<file path="src/rtl/mdio_master_if.sv">
// rtl/mdio_master_if.sv - command/response bundle between a station-management user and mdio_master
interface mdio_master_if;
  logic        cmd_valid;
  logic        cmd_ready;
  logic        cmd_op;
  logic [4:0]  cmd_phyad;
  logic [4:0]  cmd_regad;
  logic [15:0] cmd_wdata;
  logic        rsp_valid;
  logic [15:0] rsp_rdata;
  logic        rsp_err;
  logic        busy;

  // master issues commands; slave is the mdio_master block that serves them
  modport master (
    output cmd_valid, cmd_op, cmd_phyad, cmd_regad, cmd_wdata,
    input  cmd_ready, rsp_valid, rsp_rdata, rsp_err, busy
  );

  modport slave (
    input  cmd_valid, cmd_op, cmd_phyad, cmd_regad, cmd_wdata,
    output cmd_ready, rsp_valid, rsp_rdata, rsp_err, busy
  );
endinterface

</file>
<file path="src/rtl/mdio_master.sv">
// rtl/mdio_master.sv - Clause-22 MDIO management master
// One command at a time: preamble, ST, OP, PHYAD, REGAD, TA, DATA, idle slot, one-cycle response.
module mdio_master #(
  parameter int HALF_DIV = 4,
  parameter int PRE_LEN  = 32
) (
  input  logic          clk,
  input  logic          rstn,
  mdio_master_if.slave  bus,
  output logic          mdc,
  output logic          mdio_o,
  output logic          mdio_oe,
  input  logic          mdio_i
);

  localparam logic [8:0] PH_HALF  = 9'(HALF_DIV);
  localparam logic [8:0] PH_LAST  = 9'(2 * HALF_DIV - 1);
  localparam logic [6:0] PRE_LAST = 7'((PRE_LEN > 0) ? (PRE_LEN - 1) : 0);

  typedef enum logic [2:0] {
    S_IDLE,
    S_PRE,
    S_HDR,
    S_TA,
    S_DATA,
    S_IDLE_SLOT,
    S_DONE
  } state_t;

  state_t      state_q, state_d;
  logic [8:0]  ph_q, ph_d;
  logic [6:0]  cnt_q, cnt_d;
  logic [31:0] tx_q, tx_d;
  logic [15:0] rx_q, rx_d;
  logic        op_q, op_d;
  logic        ta_err_q, ta_err_d;
  logic        mdc_q, mdc_d;
  logic        mdo_q, mdo_d;
  logic        oe_q, oe_d;
  logic        rsp_valid_q, rsp_valid_d;
  logic [15:0] rdata_q, rdata_d;
  logic        rerr_q, rerr_d;
  logic        sync1_q, sync2_q;

  logic        end_slot;
  logic [31:0] frame;

  always_ff @(posedge clk or negedge rstn) begin
    if (!rstn) begin
      sync1_q <= 1'b1;
      sync2_q <= 1'b1;
    end else begin
      sync1_q <= mdio_i;
      sync2_q <= sync1_q;
    end
  end

  always_ff @(posedge clk or negedge rstn) begin
    if (!rstn) begin
      state_q     <= S_IDLE;
      ph_q        <= '0;
      cnt_q       <= '0;
      tx_q        <= '0;
      rx_q        <= '0;
      op_q        <= 1'b0;
      ta_err_q    <= 1'b0;
      mdc_q       <= 1'b0;
      mdo_q       <= 1'b1;
      oe_q        <= 1'b0;
      rsp_valid_q <= 1'b0;
      rdata_q     <= '0;
      rerr_q      <= 1'b0;
    end else begin
      state_q     <= state_d;
      ph_q        <= ph_d;
      cnt_q       <= cnt_d;
      tx_q        <= tx_d;
      rx_q        <= rx_d;
      op_q        <= op_d;
      ta_err_q    <= ta_err_d;
      mdc_q       <= mdc_d;
      mdo_q       <= mdo_d;
      oe_q        <= oe_d;
      rsp_valid_q <= rsp_valid_d;
      rdata_q     <= rdata_d;
      rerr_q      <= rerr_d;
    end
  end

  // Pad outputs are registered and loaded on the edge that opens a slot,
  // so they change only in the slot's first cycle (MDC falling edge).
  always_comb begin
    state_d     = state_q;
    ph_d        = ph_q;
    cnt_d       = cnt_q;
    tx_d        = tx_q;
    rx_d        = rx_q;
    op_d        = op_q;
    ta_err_d    = ta_err_q;
    mdo_d       = mdo_q;
    oe_d        = oe_q;
    rsp_valid_d = 1'b0;
    rdata_d     = rdata_q;
    rerr_d      = rerr_q;
    mdc_d       = 1'b0;

    end_slot = (ph_q == PH_LAST);
    frame    = {2'b01, (bus.cmd_op ? 2'b10 : 2'b01), bus.cmd_phyad, bus.cmd_regad,
                2'b10, (bus.cmd_op ? 16'h0000 : bus.cmd_wdata)};

    if (state_q != S_IDLE && state_q != S_DONE) begin
      ph_d = end_slot ? 9'd0 : (ph_q + 9'd1);
    end

    case (state_q)
      S_IDLE: begin
        if (bus.cmd_valid) begin
          op_d     = bus.cmd_op;
          ph_d     = '0;
          cnt_d    = '0;
          rx_d     = '0;
          ta_err_d = 1'b0;
          oe_d     = 1'b1;
          if (PRE_LEN > 0) begin
            state_d = S_PRE;
            tx_d    = frame;
            mdo_d   = 1'b1;
          end else begin
            state_d = S_HDR;
            tx_d    = {frame[30:0], 1'b0};
            mdo_d   = frame[31];
          end
        end
      end
      S_PRE: begin
        if (end_slot) begin
          if (cnt_q == PRE_LAST) begin
            state_d = S_HDR;
            cnt_d   = '0;
            mdo_d   = tx_q[31];
            tx_d    = {tx_q[30:0], 1'b0};
          end else begin
            cnt_d = cnt_q + 7'd1;
          end
        end
      end
      S_HDR: begin
        if (end_slot) begin
          tx_d = {tx_q[30:0], 1'b0};
          if (cnt_q == 7'd13) begin
            state_d = S_TA;
            cnt_d   = '0;
            oe_d    = ~op_q;
            mdo_d   = op_q ? 1'b1 : tx_q[31];
          end else begin
            cnt_d = cnt_q + 7'd1;
            mdo_d = tx_q[31];
          end
        end
      end
      S_TA: begin
        if (end_slot) begin
          tx_d  = {tx_q[30:0], 1'b0};
          mdo_d = op_q ? 1'b1 : tx_q[31];
          if (cnt_q == 7'd1) begin
            // A released bus reads back as 1 here: nobody answered the read.
            ta_err_d = op_q & sync2_q;
            state_d  = S_DATA;
            cnt_d    = '0;
          end else begin
            cnt_d = cnt_q + 7'd1;
          end
        end
      end
      S_DATA: begin
        if (end_slot) begin
          rx_d = {rx_q[14:0], sync2_q};
          if (cnt_q == 7'd15) begin
            state_d = S_IDLE_SLOT;
            mdo_d   = 1'b1;
            oe_d    = 1'b0;
          end else begin
            cnt_d = cnt_q + 7'd1;
            mdo_d = op_q ? 1'b1 : tx_q[31];
            tx_d  = {tx_q[30:0], 1'b0};
          end
        end
      end
      S_IDLE_SLOT: begin
        if (end_slot) begin
          state_d     = S_DONE;
          rsp_valid_d = 1'b1;
          rdata_d     = op_q ? rx_q : 16'h0000;
          rerr_d      = op_q & ta_err_q;
        end
      end
      S_DONE: begin
        state_d = S_IDLE;
        ph_d    = '0;
      end
      default: begin
        state_d = S_IDLE;
        ph_d    = '0;
      end
    endcase

    mdc_d = (state_d != S_IDLE) && (state_d != S_DONE) && (ph_d >= PH_HALF);
  end

  assign mdc           = mdc_q;
  assign mdio_o        = mdo_q;
  assign mdio_oe       = oe_q;
  assign bus.cmd_ready = (state_q == S_IDLE);
  assign bus.busy      = (state_q != S_IDLE);
  assign bus.rsp_valid = rsp_valid_q;
  assign bus.rsp_rdata = rdata_q;
  assign bus.rsp_err   = rerr_q;

endmodule
</file>
<file path="src/flat_wrapper.sv">
// flat-port wrapper written by rule: the top's interface ports become plain ports
module mdio_master_flat 
#(
  parameter int HALF_DIV = 4,
  parameter int PRE_LEN  = 32
)
  (clk, rstn, mdc, mdio_o, mdio_oe, mdio_i, bus_cmd_valid, bus_cmd_op, bus_cmd_phyad, bus_cmd_regad, bus_cmd_wdata, bus_cmd_ready, bus_rsp_valid, bus_rsp_rdata, bus_rsp_err, bus_busy);
  mdio_master_if bus_i ();
  input  logic clk;
  input  logic rstn;
  output logic mdc;
  output logic mdio_o;
  output logic mdio_oe;
  input  logic mdio_i;
  input wire logic [$bits(bus_i.cmd_valid)-1:0] bus_cmd_valid;
  input wire logic [$bits(bus_i.cmd_op)-1:0] bus_cmd_op;
  input wire logic [$bits(bus_i.cmd_phyad)-1:0] bus_cmd_phyad;
  input wire logic [$bits(bus_i.cmd_regad)-1:0] bus_cmd_regad;
  input wire logic [$bits(bus_i.cmd_wdata)-1:0] bus_cmd_wdata;
  output wire logic [$bits(bus_i.cmd_ready)-1:0] bus_cmd_ready;
  output wire logic [$bits(bus_i.rsp_valid)-1:0] bus_rsp_valid;
  output wire logic [$bits(bus_i.rsp_rdata)-1:0] bus_rsp_rdata;
  output wire logic [$bits(bus_i.rsp_err)-1:0] bus_rsp_err;
  output wire logic [$bits(bus_i.busy)-1:0] bus_busy;
  assign bus_i.cmd_valid = bus_cmd_valid;
  assign bus_i.cmd_op = bus_cmd_op;
  assign bus_i.cmd_phyad = bus_cmd_phyad;
  assign bus_i.cmd_regad = bus_cmd_regad;
  assign bus_i.cmd_wdata = bus_cmd_wdata;
  assign bus_cmd_ready = bus_i.cmd_ready;
  assign bus_rsp_valid = bus_i.rsp_valid;
  assign bus_rsp_rdata = bus_i.rsp_rdata;
  assign bus_rsp_err = bus_i.rsp_err;
  assign bus_busy = bus_i.busy;
  mdio_master #(.HALF_DIV(HALF_DIV), .PRE_LEN(PRE_LEN)) u_core (.clk(clk), .rstn(rstn), .bus(bus_i), .mdc(mdc), .mdio_o(mdio_o), .mdio_oe(mdio_oe), .mdio_i(mdio_i));
endmodule
</file>
<file path="config.mk">
export PLATFORM = sky130hd
export DESIGN_NAME = mdio_master_flat
export DESIGN_NICKNAME = d
export VERILOG_FILES = /design/src/rtl/mdio_master_if.sv /design/src/rtl/mdio_master.sv /design/src/flat_wrapper.sv
export SDC_FILE = /design/constraint.sdc
export NUM_CORES = 1
export LEC_CHECK = 0
export ABC_AREA = 1
export CAP_MARGIN = 10
export CELL_PAD_IN_SITES_DETAIL_PLACEMENT = 1
export CELL_PAD_IN_SITES_GLOBAL_PLACEMENT = 2
export CORE_ASPECT_RATIO = 1.25
export CORE_UTILIZATION = 33
export CTS_CLUSTER_DIAMETER = 60
export DETAILED_ROUTE_END_ITERATION = 7
export PLACE_DENSITY_LB_ADDON = 0.1
export SYNTH_ARGS = -nofsm -noshare
export SYNTH_HDL_FRONTEND = slang
export SYNTH_SLANG_ARGS = --single-unit
</file>
<file path="constraint.sdc">
create_clock -name clk -period 2.1 [get_ports clk]
set_input_delay 0.21 -clock clk [delete_from_list [all_inputs] [get_ports clk]]
set_output_delay 0.21 -clock clk [all_outputs]
set_load 0.01 [all_outputs]
</file>
# Word-level counts from Yosys, hierarchy flattened
# Cells that the tools add are included.
# op_classes
n_mux	59
addsub	2
n_reduce_logical	21
eq_ne	23
n_lt_le_gt_ge	1
n_bitwise	3
# op_table
op	count
32-bit two-way mux	6
32-bit case mux with 4 select lines	1
16-bit two-way mux	4
7-bit two-way mux	9
7-bit case mux with 5 select lines	1
16-bit case mux with 2 select lines	1
3-bit two-way mux	10
9-bit two-way mux	3
7-bit AND reduction	3
1-bit two-way mux	18
2-bit by 1-bit != test with 1-bit output (second input constant)	9
3-bit case mux with 6 select lines	1
9-bit case mux with 2 select lines	1
7-bit by 4-bit == test with 1-bit output (second input constant)	2
9-bit by 1-bit adder with 9-bit output (second input constant)	1
9-bit by 3-bit == test with 1-bit output (second input constant)	1
9-bit by 3-bit >= comparator with 1-bit output (second input constant)	1
3-bit nonzero test	3
7-bit by 1-bit adder with 7-bit output (second input constant)	1
7-bit by 1-bit == test with 1-bit output (second input constant)	1
7-bit by 5-bit == test with 1-bit output (second input constant)	1
3-bit by 2-bit == test with 1-bit output (second input constant)	2
3-bit == test (second input constant)	2
3-bit != test (second input constant)	2
19 further kinds	25
# totals
regBits	92
in_bits	31
elab_cells	124
output_inout_bits	23

# Logic depth before layout (Yosys ltp)
# Gate-level depths: netlist of the first run.
# depth
depth_word	7
depth_mapped	13
depth_no_buf	13

# Worst setup path before layout of the first run
# Ideal clock, no wire load.
# synth_path
kind	reg-to-reg
from	register u_core.cnt_q[0]
to	register u_core.tx_q[26]
stages_incl_launch_ff	13
arrival_ps	1602
setup_time_ps	124
synth_period_minus_slack_ps	1726
slack_ps	374
n_path_buf	2
required_time_ps	1976
path_cell_list	dfrtp_1 > ha_1 > inv_1 > nor2_1 > nand2_1 > nor2_2 > nor2_1 > inv_1 > nand3_1 > buf_4 > buf_6 > nand2_1 > nand2_1
# synth_via
elab_chain_cells	3
word_cells_on_any_way	5
cone_classes	eq/ne (4); reduce/logical (1)
# synth_rtl
item	line	source
from (decl)	mdio_master.sv:32	logic [6:0] cnt_q, cnt_d;
from (signal assigned)	mdio_master.sv:76	cnt_q <= cnt_d;
7-bit by 4-bit == test with 1-bit output / 7-bit by 5-bit == test with 1-bit output (equally long branches)	mdio_master.sv:178, mdio_master.sv:137	
2-bit != test (no line) / 2-bit by 1-bit != test with 1-bit output (equally long branches)	n/a	
7-bit AND reduction (no line) (*)	n/a	
to (signal assigned)	mdio_master.sv:77	tx_q <= tx_d;
to (decl)	mdio_master.sv:33	logic [31:0] tx_q, tx_d;
# Every way passes the cells marked *; elsewhere a longest branch is shown, timed or not.
# A chain may end at the register's enable or synchronous reset.

# Final worst setup path of the first run
# layout_path
from	register u_core.cnt_q[1]
to	register u_core.tx_q[31]
# The elaborated chain is that of the path after synthesis.

==> results.md, run 1 <==
- Status: finished, final reports clean
- Layout cells sized above 1: 8.91%
- Combinational power share: 28.7%
- Total GRT Usage: 17.4%
- WP data required: 2.30 ns
- Synthesized Nets: 616
- Worst hold path cell count: 1
- Startpoint Class: flop
- CTS Sinks: 92
- Hold Crit Class: in -> reg
- TritonCTS buffer count: 9
- Max Cap Viol: 0
- Synth area leaders: dfrtp_1, nand2_1, nand3_1
- Total die area: 14200 µm²
- Post-Syn Area: 4530 µm²
- Worst Tran Pin Value: 0.738 ns
- Placer Congestion: 0.831
- Critical path type: reg -> reg
- Peak Freq: 516 MHz
- First-pass GRT wire length: 19.9 mm
- Fin Clk Skew: 0.00661 ns
- Largest net degree at the start of global routing: 36
- Yosys top cell area share: 49.1%
- Worst skew pair latency: 0.34 ns
- Clock share of power: 30.4%
- H-tree depth: 3
- Initial DRC count: 108
- Vias: 4007
- Peak VDD IR: 0.349 mV
- # placed instances: 802
- Async SR Flop Fraction: 100%
- Top cell types by occurrence after synthesis: nand2_1, dfrtp_1, nand3_1, inv_1, nor2_1
- Number of synthesis warnings: 0
- Core area: 13300 µm²
- Period minus WS final: 1.94 ns
- Post-layout power: 0.00595 W
- Cell variety after synth: 29
- Synth Area per Inst: 7.79 µm²
- Number of flops mapped to enable cells by yosys: 0
- Worst setup margin: 0.163 ns
- Clk root buf: clkbuf_16
- Pleak: 2.83 nW
- Layout Cells excl Fill: 822
- #FFs+latches synth: 92
- Sequential area share after synthesis: 50.9%
- R2R depth: 10
- CP Capture Type: flop
- Antenna violations before repair: 0
- First-pass DRT Iterations: 4
- Post-place setup slack: 0.0947 ns
- Final-report hold violation count: 0
- Post-Syn Instances: 582
- Initial Util: 33.9%
- DRT Wirelength: 11.7 mm
- HPWL after DPL: 8.36 mm
- Setup tns final: 0 ns
- Pwr dens: 1040 nW/µm²
- Most common cell in the synthesized netlist: nand2_1
- Fin. max-slew vios: 0
- Slew HR: 50.8%
- Final setup fails: 0
- Layout Nets: 680
- Sequential Power Share: 40.8%
- Vias/cell: 4.87
- DRC viols: 0
- Int Pwr: 0.00399 W
- Period utilization: 92.2%
- Sw frac: 32.9%
- Synth Flop Type: dfrtp_1
- Die H: 133 µm
- Clk slew on worst S/H paths: 0.07 ns
- Net load switching power: 0.00196 W
- TritonCTS clock tree: done
- N_diodes: 0
- ANT nets after route: 0
- Total gr overflow: 0
- Vias in the first global route: 4166
- Num ports: 54
- RSZ-0062 raised after global routing: true
- Port buffer count: 53
- Die width: 107 µm
- WL/cell: 14.2 µm
- Syn-to-layout area delta: 26.1%
- Yosys top cell by area: dfrtp_1
- Critical path peak fanout: 28
- FP Rows: 47
- Clock tree buffer depth: 2
- Critical Path AT: 2.14 ns
-- layout by cell type, fill, tap and decap left out, types with 3 or more instances in the layout --
cell type	count
o21ai_1	21
nor3_1	4
a22o_1	15
buf_4	19
o211ai_1	4
nor2_1	42
o21ai_0	40
nand2_2	4
clkdlybuf4s50_1	52
dfstp_2	3
dfrtp_1	89
nand2_1	198
nand3_1	62
inv_2	5
clkbuf_16	9
buf_12	4
inv_1	53
-- worst max-delay path, stage by stage, from the launching register on --
cell	delay, ns
dfrtp_1	0.41
ha_1	0.21
inv_1	0.07
nor2_1	0.06
nand2_1	0.14
nor2_4	0.06
nor2_1	0.16
inv_1	0.09
nand3_1	0.15
buf_4	0.31
o21ai_0	0.14
-- per-layer routing --
metal,global-route usage [%],up-vias,part of all wire [%]
met5,0,-,0
met3,2.51,15,1.7
met4,5.63,0,1.5
met2,30.1,46,50
li1,-,1993,-
met1,22.1,1953,47
-- through the flow --
stage	cell area, µm²	util [%]	hold slack, ns
final	5710	42.8	0.323
after CTS	5670	42.5	0.311
after global routing	5710	42.8	0.326
after floorplan	4530	-	-0.0856
after detailed placement	5330	39.9	0.200
after global placement	5330	39.9	0.204
-- final timing paths --
kind	endpoint	startpoint	slack, ns
min reg2reg	u_core.sync2_q	u_core.sync1_q	0.36
min in group asynchronous	u_core.ph_q[5]	rstn	0.37
max	u_core.tx_q[31]	u_core.cnt_q[1]	0.16
max in group asynchronous	u_core.sync1_q	rstn	1.08
max reg2reg	u_core.tx_q[31]	u_core.cnt_q[1]	0.16
min	u_core.sync1_q	mdio_i	0.32
-- area by class of cell --
cell class                      count  area (µm²)
Sequential cell                    92        2310
Timing Repair Buffer               76         753
Tap cell                          171         214
Multi-Input combinational cell    409        1890
Fill cell                        1637        7630
Inverter                           58         218
Clock buffer                       10         239
Clock inverter                      6        93.8
-- power by group through the flow --
| stage | Sequential (W) | Combinational (W) | Clock, W |
|---|---|---|---|
| 3_5_place_dp | 0.00246 | 0.00172 | 0 |
| 2_1_floorplan | 0.00239 | 0.00123 | 0 |
| 4_1_cts | 0.00243 | 0.00173 | 0.00188 |
| 6_report | 0.00243 | 0.00171 | 0.00181 |
| 3_3_place_gp | 0.00245 | 0.00168 | 0 |
| 5_1_grt | 0.00247 | 0.00197 | 0.00193 |
-- flip-flops by register name (all words and copies together) (netlist names), 3 cells and up --
name                  flops
u_core.tx_q              32
u_core.bus.rsp_rdata     16
u_core.rx_q              16
u_core.ph_q               9
u_core.cnt_q              7
u_core.state_q            3
-- kinds of logic (layout without fill, tap and decap cells) --
logic type,count (synthesis),in the layout,share of synthesized area (%)
compound gates,83,83,10.7
xor+xnor,4,4,0.773
buf+inv,81,150,7.62
mux,1,1,0.248
simple gates,318,318,29.0
fa+ha+maj,3,3,0.828
flops,92,92,50.9
-- repair_timing --
item | 4_1_cts | 5_1_grt
gates resized for setup | 0 | 3
setup endpoints to repair | 0 | 25
hold buffers | 1 | 0
buffers inserted | 0 | 3
hold endpoints to repair | 31 | 0
No activity file was read; power rests on OpenSTA's default activity.
==> run 2: changes to the inputs <==
--- a/config.mk
+++ b/config.mk
@@ -5,12 +5,11 @@
 export SDC_FILE = /design/constraint.sdc
 export NUM_CORES = 1
 export LEC_CHECK = 0
-export ABC_AREA = 1
 export CAP_MARGIN = 10
 export CELL_PAD_IN_SITES_DETAIL_PLACEMENT = 1
 export CELL_PAD_IN_SITES_GLOBAL_PLACEMENT = 2
 export CORE_ASPECT_RATIO = 1.25
-export CORE_UTILIZATION = 33
+export CORE_UTILIZATION = 35
 export CTS_CLUSTER_DIAMETER = 60
 export DETAILED_ROUTE_END_ITERATION = 7
 export PLACE_DENSITY_LB_ADDON = 0.1
==> run 2 against run 1 <==
- power down 24%
- clock skew up 0.0038 ns
- hold slack worse by 0.052 ns
- global-route usage up 0.91 points
- sequential share of layout area down 3.2 points
- register-to-register slack worse by 0.09 ns
- critical path type unchanged
==> results.md, run 2 <==
- Status: finished, final reports clean (unchanged)
- Top cell types by occurrence after synthesis: dfrtp_1, nand2_1, nand3_1, o21ai_1 (was nand2_1, dfrtp_1, nand3_1, inv_1, nor2_1)
- Capturing point of the worst reg2reg path: u_core.mdc (was u_core.tx_q[31])
- R2R depth: 8 (was 10)
- Reg-to-reg startpoint: u_core.cnt_q[0] (was u_core.cnt_q[1])
- Yosys top cell by area: dfrtp_1 (unchanged)
- N_diodes: 0 (unchanged)
- WL/cell: 15.4 µm (was 14.2 µm)
- Clk root buf: clkbuf_16 (unchanged)
- CP Capture Type: flop (unchanged)
- Peak Freq: 493 MHz (was 516 MHz)
- Final-report hold violation count: 0 (unchanged)
- Layout Nets: 631 (was 680)
- Synth Flop Type: dfrtp_1 (unchanged)
- ANT nets after route: 0 (unchanged)
- Cell variety after synth: 62 (was 29)
- Most frequent cells in the layout: dfrtp_1, nand2_1, buf_4 (was nand2_1, dfrtp_1, nand3_1)
- Worst Tran Pin Value: 0.730 ns (was 0.738 ns)
- Largest register FFs: 32 (unchanged)
- # placed instances: 745 (was 802)
- Yosys top cell area share: 48.8% (was 49.1%)
- Hold slack: 0.271 ns (was 0.323 ns)
- Util after Layout: 48.8% (was 42.8%)
- Number of synthesis warnings: 0 (unchanged)
- Crit path top cell by count: buf_4
- Post-Syn Instances: 493 (was 582)
- Antenna violations before repair: 0 (unchanged)
- Seq. cell area: 2310 µm² (about the same)
- CP max-delay cell: dfrtp_1 (unchanged)
- Vias/cell: 4.97 (was 4.87)
- Sequential Power Share: 43.6% (was 40.8%)
- Peak VDD IR: 0.507 mV (was 0.349 mV)
- Pwr dens: 729 nW/µm² (was 1040 nW/µm²)
- Combinational power share: 18.1% (was 28.7%)
- Sequential area share after synthesis: 50.5% (was 50.9%)
- First-pass DRT Iterations: 4 (unchanged)
- Critical path peak fanout: 4 (was 28)
- Port buffer count: 53 (unchanged)
- Period utilization: 96.7% (was 92.2%)
- Vias: 3828 (was 4007)
- H-tree depth: 3 (unchanged)
- Most common cell in the synthesized netlist: dfrtp_1 (was nand2_1)
- Sw frac: 27.3% (was 32.9%)
- First-pass GRT wire length: 19.7 mm (was 19.9 mm)
- Biggest register: u_core.tx_q (unchanged)
- Multi-input combinational cell area: 2110 µm² (was 1890 µm²)
- Async SR Flop Fraction: 100% (unchanged)
- Clk slew on worst S/H paths: 0.07 ns (about the same)
- Int Pwr: 0.00329 W (was 0.00399 W)
- Synthesized Nets: 527 (was 616)
- Core area: 12700 µm² (was 13300 µm²)
- Critical path type: reg -> reg (unchanged)
- TritonCTS clock tree: done (unchanged)
- Net load switching power: 0.00124 W (was 0.00196 W)
- Synth Area per Inst: 9.26 µm² (was 7.79 µm²)
- Period minus WS final: 2.03 ns (was 1.94 ns)
- Layout Cells excl Fill: 770 (was 822)
- Bufs and invs on worst path: 2 (was 3)
- Total die area: 13500 µm² (was 14200 µm²)
- Fin Clk Skew: 0.0104 ns (was 0.00661 ns)
- Largest net degree at the start of global routing: 93 (was 36)
- RSZ-0062 raised after global routing: true (unchanged)
- Worst skew pair latency: 0.34 ns (about the same)
- Layout cells sized above 1: 21.3% (was 8.91%)
- Vias in the first global route: 3979 (was 4166)
- FP Rows: 46 (was 47)
- DRC viols: 0 (unchanged)
- Hold endpoint: u_core.sync1_q (unchanged)
- HPWL after DPL: 8.23 mm (was 8.36 mm)
- R2R setup slack: 0.07 ns (was 0.16 ns)
- Post-Syn Area: 4560 µm² (was 4530 µm²)
- Number of fill cells in the layout: 1409 (was 1637)
- Placer Congestion: 0.850 (was 0.831)
- Startpoint Class: flop (unchanged)
- TritonCTS buffer count: 9 (unchanged)
- Num ports: 54 (unchanged)
- Initial Util: 35.9% (was 33.9%)
- Worst hold path cell count: 1 (unchanged)
- Commonest non-fill, non-tap cell in the layout: dfrtp_1 (was nand2_1)
- Total gr overflow: 0 (unchanged)
- Slew HR: 51.3% (was 50.8%)
- Max Cap Viol: 0 (unchanged)
- Clock share of power: 38.3% (was 30.4%)
- Initial DRC count: 118 (was 108)
- Total GRT Usage: 18.3% (was 17.4%)
- Hold Crit Class: in -> reg (unchanged)
- #FFs+latches synth: 92 (unchanged)
- Cell chain of the critical path: ha_2, buf_4, a22o_1, a31oi_2, o211ai_2, a2111oi_2, buf_4, nor3_1 (was ha_1, inv_1, nor2_1, nand2_1, nor2_4, nor2_1, inv_1, nand3_1, buf_4, o21ai_0)
- Final setup fails: 0 (unchanged)
- Critical Path Max Stage Delay: 0.42 ns (was 0.41 ns)
- Critical Path AT: 2.25 ns (was 2.14 ns)
- Die H: 130 µm (was 133 µm)
- WP data required: 2.32 ns (was 2.30 ns)
- Synth area leaders: dfrtp_1, nand2_1, nand3_1 (unchanged)
- Number of flops mapped to enable cells by yosys: 0 (unchanged)
- Clock tree buffer depth: 2 (unchanged)
- CTS Sinks: 92 (unchanged)
- Die width: 104 µm (was 107 µm)
- Fin. max-slew vios: 0 (unchanged)
- Hold wc startpoint: mdio_i (unchanged)
- Syn-to-layout area delta: 36.1% (was 26.1%)
- DRT Wirelength: 11.9 mm (was 11.7 mm)
- Pleak: 2.68 nW (was 2.83 nW)
- Family with the most delay on the worst path: compound AO/OA/AOI/OAI gates (was simple AND/OR/NAND/NOR gates)
## run 2: per-layer routing
layer / global-route usage (%) / vias up / part of all wire [%]
met3: 2.82 / 13 / 2.2
met5: 0 / - / 0
met1: 23.5 / 1856 / 46
li1: - / 1911 / -
met4: 6.47 / 0 / 1.5
met2: 31.6 / 48 / 50
## run 2: what timing repair did
item                       4_1_cts  5_1_grt
pin swaps                        1       10
resized for setup                4       24
buffers inserted                 0        8
setup endpoints to repair        8       61
hold buffers                     1        0
hold endpoints to repair        89        0
## run 2: worst max path at each step
stage                                from         endpoint  slack, ns  depth (start not counted)
final                     u_core.cnt_q[0]       u_core.mdc       0.07                          8
after global routing       u_core.ph_q[0]       u_core.mdc     -0.008                          8
after CTS                 u_core.cnt_q[0]       u_core.mdc     -0.005                          8
after detailed placement   u_core.ph_q[0]  u_core.tx_q[27]      -0.02                          8
after global placement     u_core.ph_q[0]  u_core.tx_q[27]       0.05                          8
after floorplan            u_core.ph_q[0]       u_core.mdc       0.14                          8
## run 2: area by class of cell
cell class	instances	share of cell area, %
Timing Repair Buffer	124	18.8
Tap cell	168	3.38
Clock inverter	5	1.09
Inverter	26	1.57
Clock buffer	11	4.07
Sequential cell	92	37.1
Multi-Input combinational cell	344	34.0
## run 2: power groups by stage
stage	combinational, W	clock, W	sequential (W)
5_1_grt	0.000917	0.00185	0.00199
4_1_cts	0.000795	0.00180	0.00198
3_3_place_gp	0.000771	0	0.00200
6_report	0.000820	0.00174	0.00198
2_1_floorplan	0.000369	0	0.00202
3_5_place_dp	0.000792	0	0.00201
## run 2: through the flow
step / setup TNS [ns] / power, W / worst slack [ns] / instance area (µm²)
finish: 0 / 0.00453 / 0.0698 / 6210
global route: -0.00951 / 0.00476 / -0.00828 / 6210
CTS: -0.00548 / 0.00457 / -0.00548 / 6040
detailed placement: -0.0150 / 0.00280 / -0.0150 / 5700
global placement: 0 / 0.00277 / 0.0483 / 5700
floorplan: 0 / 0.00239 / 0.137 / 4560
## run 2: cells by family after synthesis
group                    share of synthesized area, %
flip-flops                                       50.5
adder cells (fa/ha/maj)                         0.823
AND/OR/NAND/NOR                                  23.1
XOR/XNOR                                         1.54
multiplexers                                     3.10
AO/OA/AOI/OAI                                    15.1
buffers and inverters                            5.79
==> run 3: changes to the inputs <==
--- a/config.mk
+++ b/config.mk
@@ -6,13 +6,11 @@
 export NUM_CORES = 1
 export LEC_CHECK = 0
 export CAP_MARGIN = 10
-export CELL_PAD_IN_SITES_DETAIL_PLACEMENT = 1
-export CELL_PAD_IN_SITES_GLOBAL_PLACEMENT = 2
 export CORE_ASPECT_RATIO = 1.25
-export CORE_UTILIZATION = 35
+export CORE_UTILIZATION = 56
 export CTS_CLUSTER_DIAMETER = 60
 export DETAILED_ROUTE_END_ITERATION = 7
-export PLACE_DENSITY_LB_ADDON = 0.1
+export PLACE_DENSITY = 0.8
 export SYNTH_ARGS = -nofsm -noshare
 export SYNTH_HDL_FRONTEND = slang
 export SYNTH_SLANG_ARGS = --single-unit
==> run 3 against run 2 <==
- core utilization up 23 points
- power down 12%
- clock skew about the same
==> results.md, run 3 (same netlist as run 2, synthesis figures left out) <==
- Status: finished, final reports clean (unchanged)
- Critical path type: reg -> reg (unchanged)
- H-tree depth: 3 (unchanged)
- Core area: 7840 µm² (was 12700 µm²)
- Layout cells sized above 1: 13.7% (was 21.3%)
- Bufs and invs on worst path: 2 (unchanged)
- Post-place setup slack: 0.0405 ns (was -0.0150 ns)
- Pleak: 2.41 nW (was 2.68 nW)
- Critical path peak fanout: 16 (was 4)
- TritonCTS buffer count: 9 (unchanged)
- Period utilization: 95.9% (was 96.7%)
- R2R setup slack: 0.09 ns (was 0.07 ns)
- Startpoint Class: flop (unchanged)
- Commonest non-fill, non-tap cell in the layout: dfrtp_1 (unchanged)
- Worst Tran Pin Value: 0.684 ns (was 0.730 ns)
- Final-report hold violation count: 0 (unchanged)
- DRC viols: 0 (unchanged)
- WL/cell: 14.7 µm (was 15.4 µm)
- Final setup fails: 0 (unchanged)
- Biggest register: u_core.tx_q (unchanged)
- Final instance area: 5610 µm² (was 6210 µm²)
- Fin. max-slew vios: 0 (unchanged)
- Peak VDD IR: 0.735 mV (was 0.507 mV)
- Reg-to-reg startpoint: u_core.state_q[1] (was u_core.cnt_q[0])
- Layout Cells excl Fill: 657 (was 770)
- Slew HR: 54.4% (was 51.3%)
- # placed instances: 639 (was 745)
- Peak Freq: 496 MHz (was 493 MHz)
- Vias: 3720 (was 3828)
- Largest register FFs: 32 (unchanged)
- Initial DRC count: 149 (was 118)
- Clk slew on worst S/H paths: 0.09 ns (was 0.07 ns)
- CP Capture Type: flop (unchanged)
- HPWL after DPL: 6.74 mm (was 8.23 mm)
- CP max-delay cell: dfrtp_1 (unchanged)
- Vias/cell: 5.66 (was 4.97)
- Clk root buf: clkbuf_8 (was clkbuf_16)
- Total gr overflow: 0 (unchanged)
- CTS Sinks: 92 (unchanged)
- Critical Path Max Stage Delay: 0.51 ns (was 0.42 ns)
- DRT Wirelength: 9.68 mm (was 11.9 mm)
- N_diodes: 0 (unchanged)
- Cell chain of the critical path: buf_4, nor3b_1, a41oi_2, o22ai_4, nand2_2, buf_4, nand2_1, o21ai_1 (was ha_2, buf_4, a22o_1, a31oi_2, o211ai_2, a2111oi_2, buf_4, nor3_1)
- Max Cap Viol: 0 (unchanged)
- Capturing point of the worst reg2reg path: u_core.tx_q[3] (was u_core.mdc)
- Hold endpoint: u_core.sync1_q (unchanged)
- Clock tree buffer depth: 2 (unchanged)
- Hold wc startpoint: mdio_i (unchanged)
- Fin Clk Skew: 0.0107 ns (was 0.0104 ns)
- Pwr dens: 710 nW/µm² (was 729 nW/µm²)
- CP startpoint: u_core.state_q[1] (was u_core.cnt_q[0])
- Hold Crit Class: in -> reg (unchanged)
- Total GRT Usage: 24.7% (was 18.3%)
- Crit path top cell by count: buf_4 (unchanged)
- TritonCTS clock tree: done (unchanged)
- R2R depth: 8 (unchanged)
- Die H: 103 µm (was 130 µm)
- WP data required: 2.35 ns (was 2.32 ns)
- Largest net degree at the start of global routing: 49 (was 93)
- Worst skew pair latency: 0.37 ns (was 0.34 ns)
- Most frequent cells in the layout: dfrtp_1, nand2_1, clkdlybuf4s50_1 (was dfrtp_1, nand2_1, buf_4)
- Num ports: 54 (unchanged)
- Vias in the first global route: 3588 (was 3979)
- First-pass DRT Iterations: 4 (unchanged)
- Post-DP Area: 5320 µm² (was 5700 µm²)
- FP Rows: 36 (was 46)
- Syn-to-layout area delta: 22.9% (was 36.1%)
- Initial Util: 58.2% (was 35.9%)
- Critical Path AT: 2.26 ns (was 2.25 ns)
- Worst hold path cell count: 1 (unchanged)
- ANT nets after route: 0 (unchanged)
- Total die area: 8520 µm² (was 13500 µm²)
- Placer Congestion: 0.884 (was 0.850)
- Die width: 82.7 µm (was 104 µm)
- Period minus WS final: 2.01 ns (was 2.03 ns)
- Family with the most delay on the worst path: simple AND/OR/NAND/NOR gates (was compound AO/OA/AOI/OAI gates)
- Layout Nets: 591 (was 631)
- Worst setup margin: 0.0853 ns (was 0.0698 ns)
- Port buffer count: 53 (unchanged)
- Antenna violations before repair: 0 (unchanged)
- First-pass GRT wire length: 16.0 mm (was 19.7 mm)
[run 3: cell types whose count changed in the layout (fill, tap and decap cells not counted), moves of 2 or more]
cell / before / now
buf_4: 60 / 27
clkbuf_16: 9 / 0
clkbuf_8: 2 / 10
buf_6: 4 / 0
buf_12: 7 / 4
o22ai_1: 1 / 4
o22ai_2: 3 / 0
clkinv_4: 2 / 0
ha_1: 1 / 3
ha_2: 2 / 0
inv_6: 1 / 3
nand2_1: 80 / 82
[run 3: stage by stage]
stage	total power, W	utilization [%]	TNS [ns]	hold WS [ns]
6_report	0.00398	71.6	0	0.271
5_1_grt	0.00417	71.6	-0.0575	0.277
2_1_floorplan	0.00239	-	0	-0.0856
3_3_place_gp	0.00260	67.9	0	0.203
3_5_place_dp	0.00263	67.9	0	0.207
4_1_cts	0.00398	71.0	0	0.262
[run 3: cell type report]
class	count	area, µm²
Multi-Input combinational cell	344	2040
Sequential cell	92	2310
Tap cell	95	119
Fill cell	604	2230
Timing Repair Buffer	84	813
Clock buffer	10	138
Inverter	26	97.6
Clock inverter	6	91.3
[run 3: timing repair]
| item | 4_1_cts | 5_1_grt |
|---|---|---|
| hold endpoints to repair | 32 | 0 |
| endpoints found under the setup margin | 1 | 54 |
| pin swaps | 0 | 1 |
| buffers inserted | 0 | 1 |
| gates resized for setup | 1 | 7 |
| hold buffers | 1 | 0 |
[run 3: metal layers]
metal	global-route usage (%)	share of wire, %
met1	31.5	43
met2	40.8	52
met3	3.19	3.0
met4	12.9	2.4
met5	0	0
[run 3: where the power goes]
part           internal (W)  total (W)  switching, W
Clock              0.000714    0.00136      0.000642
Combinational      0.000290   0.000611      0.000321
Sequential          0.00188    0.00201      0.000137
[run 3: worst max path at each step]
stage | endpoint | slack [ns] | cells after the start
finish | u_core.tx_q[3] | 0.09 | 8
global route | u_core.tx_q[29] | -0.03 | 7
CTS | u_core.tx_q[2] | 0.009 | 8
detailed placement | u_core.tx_q[2] | 0.04 | 8
global placement | u_core.tx_q[4] | 0.12 | 7
floorplan | u_core.mdc | 0.14 | 8
[run 3: worst reg2reg max path: cells and delay by family, from the launching register on]
family	cells	cell delay, ns
buffers and inverters	2	0.45
flip-flops	1	0.51
AND/OR/NAND/NOR	3	0.55
AO/OA/AOI/OAI	3	0.41
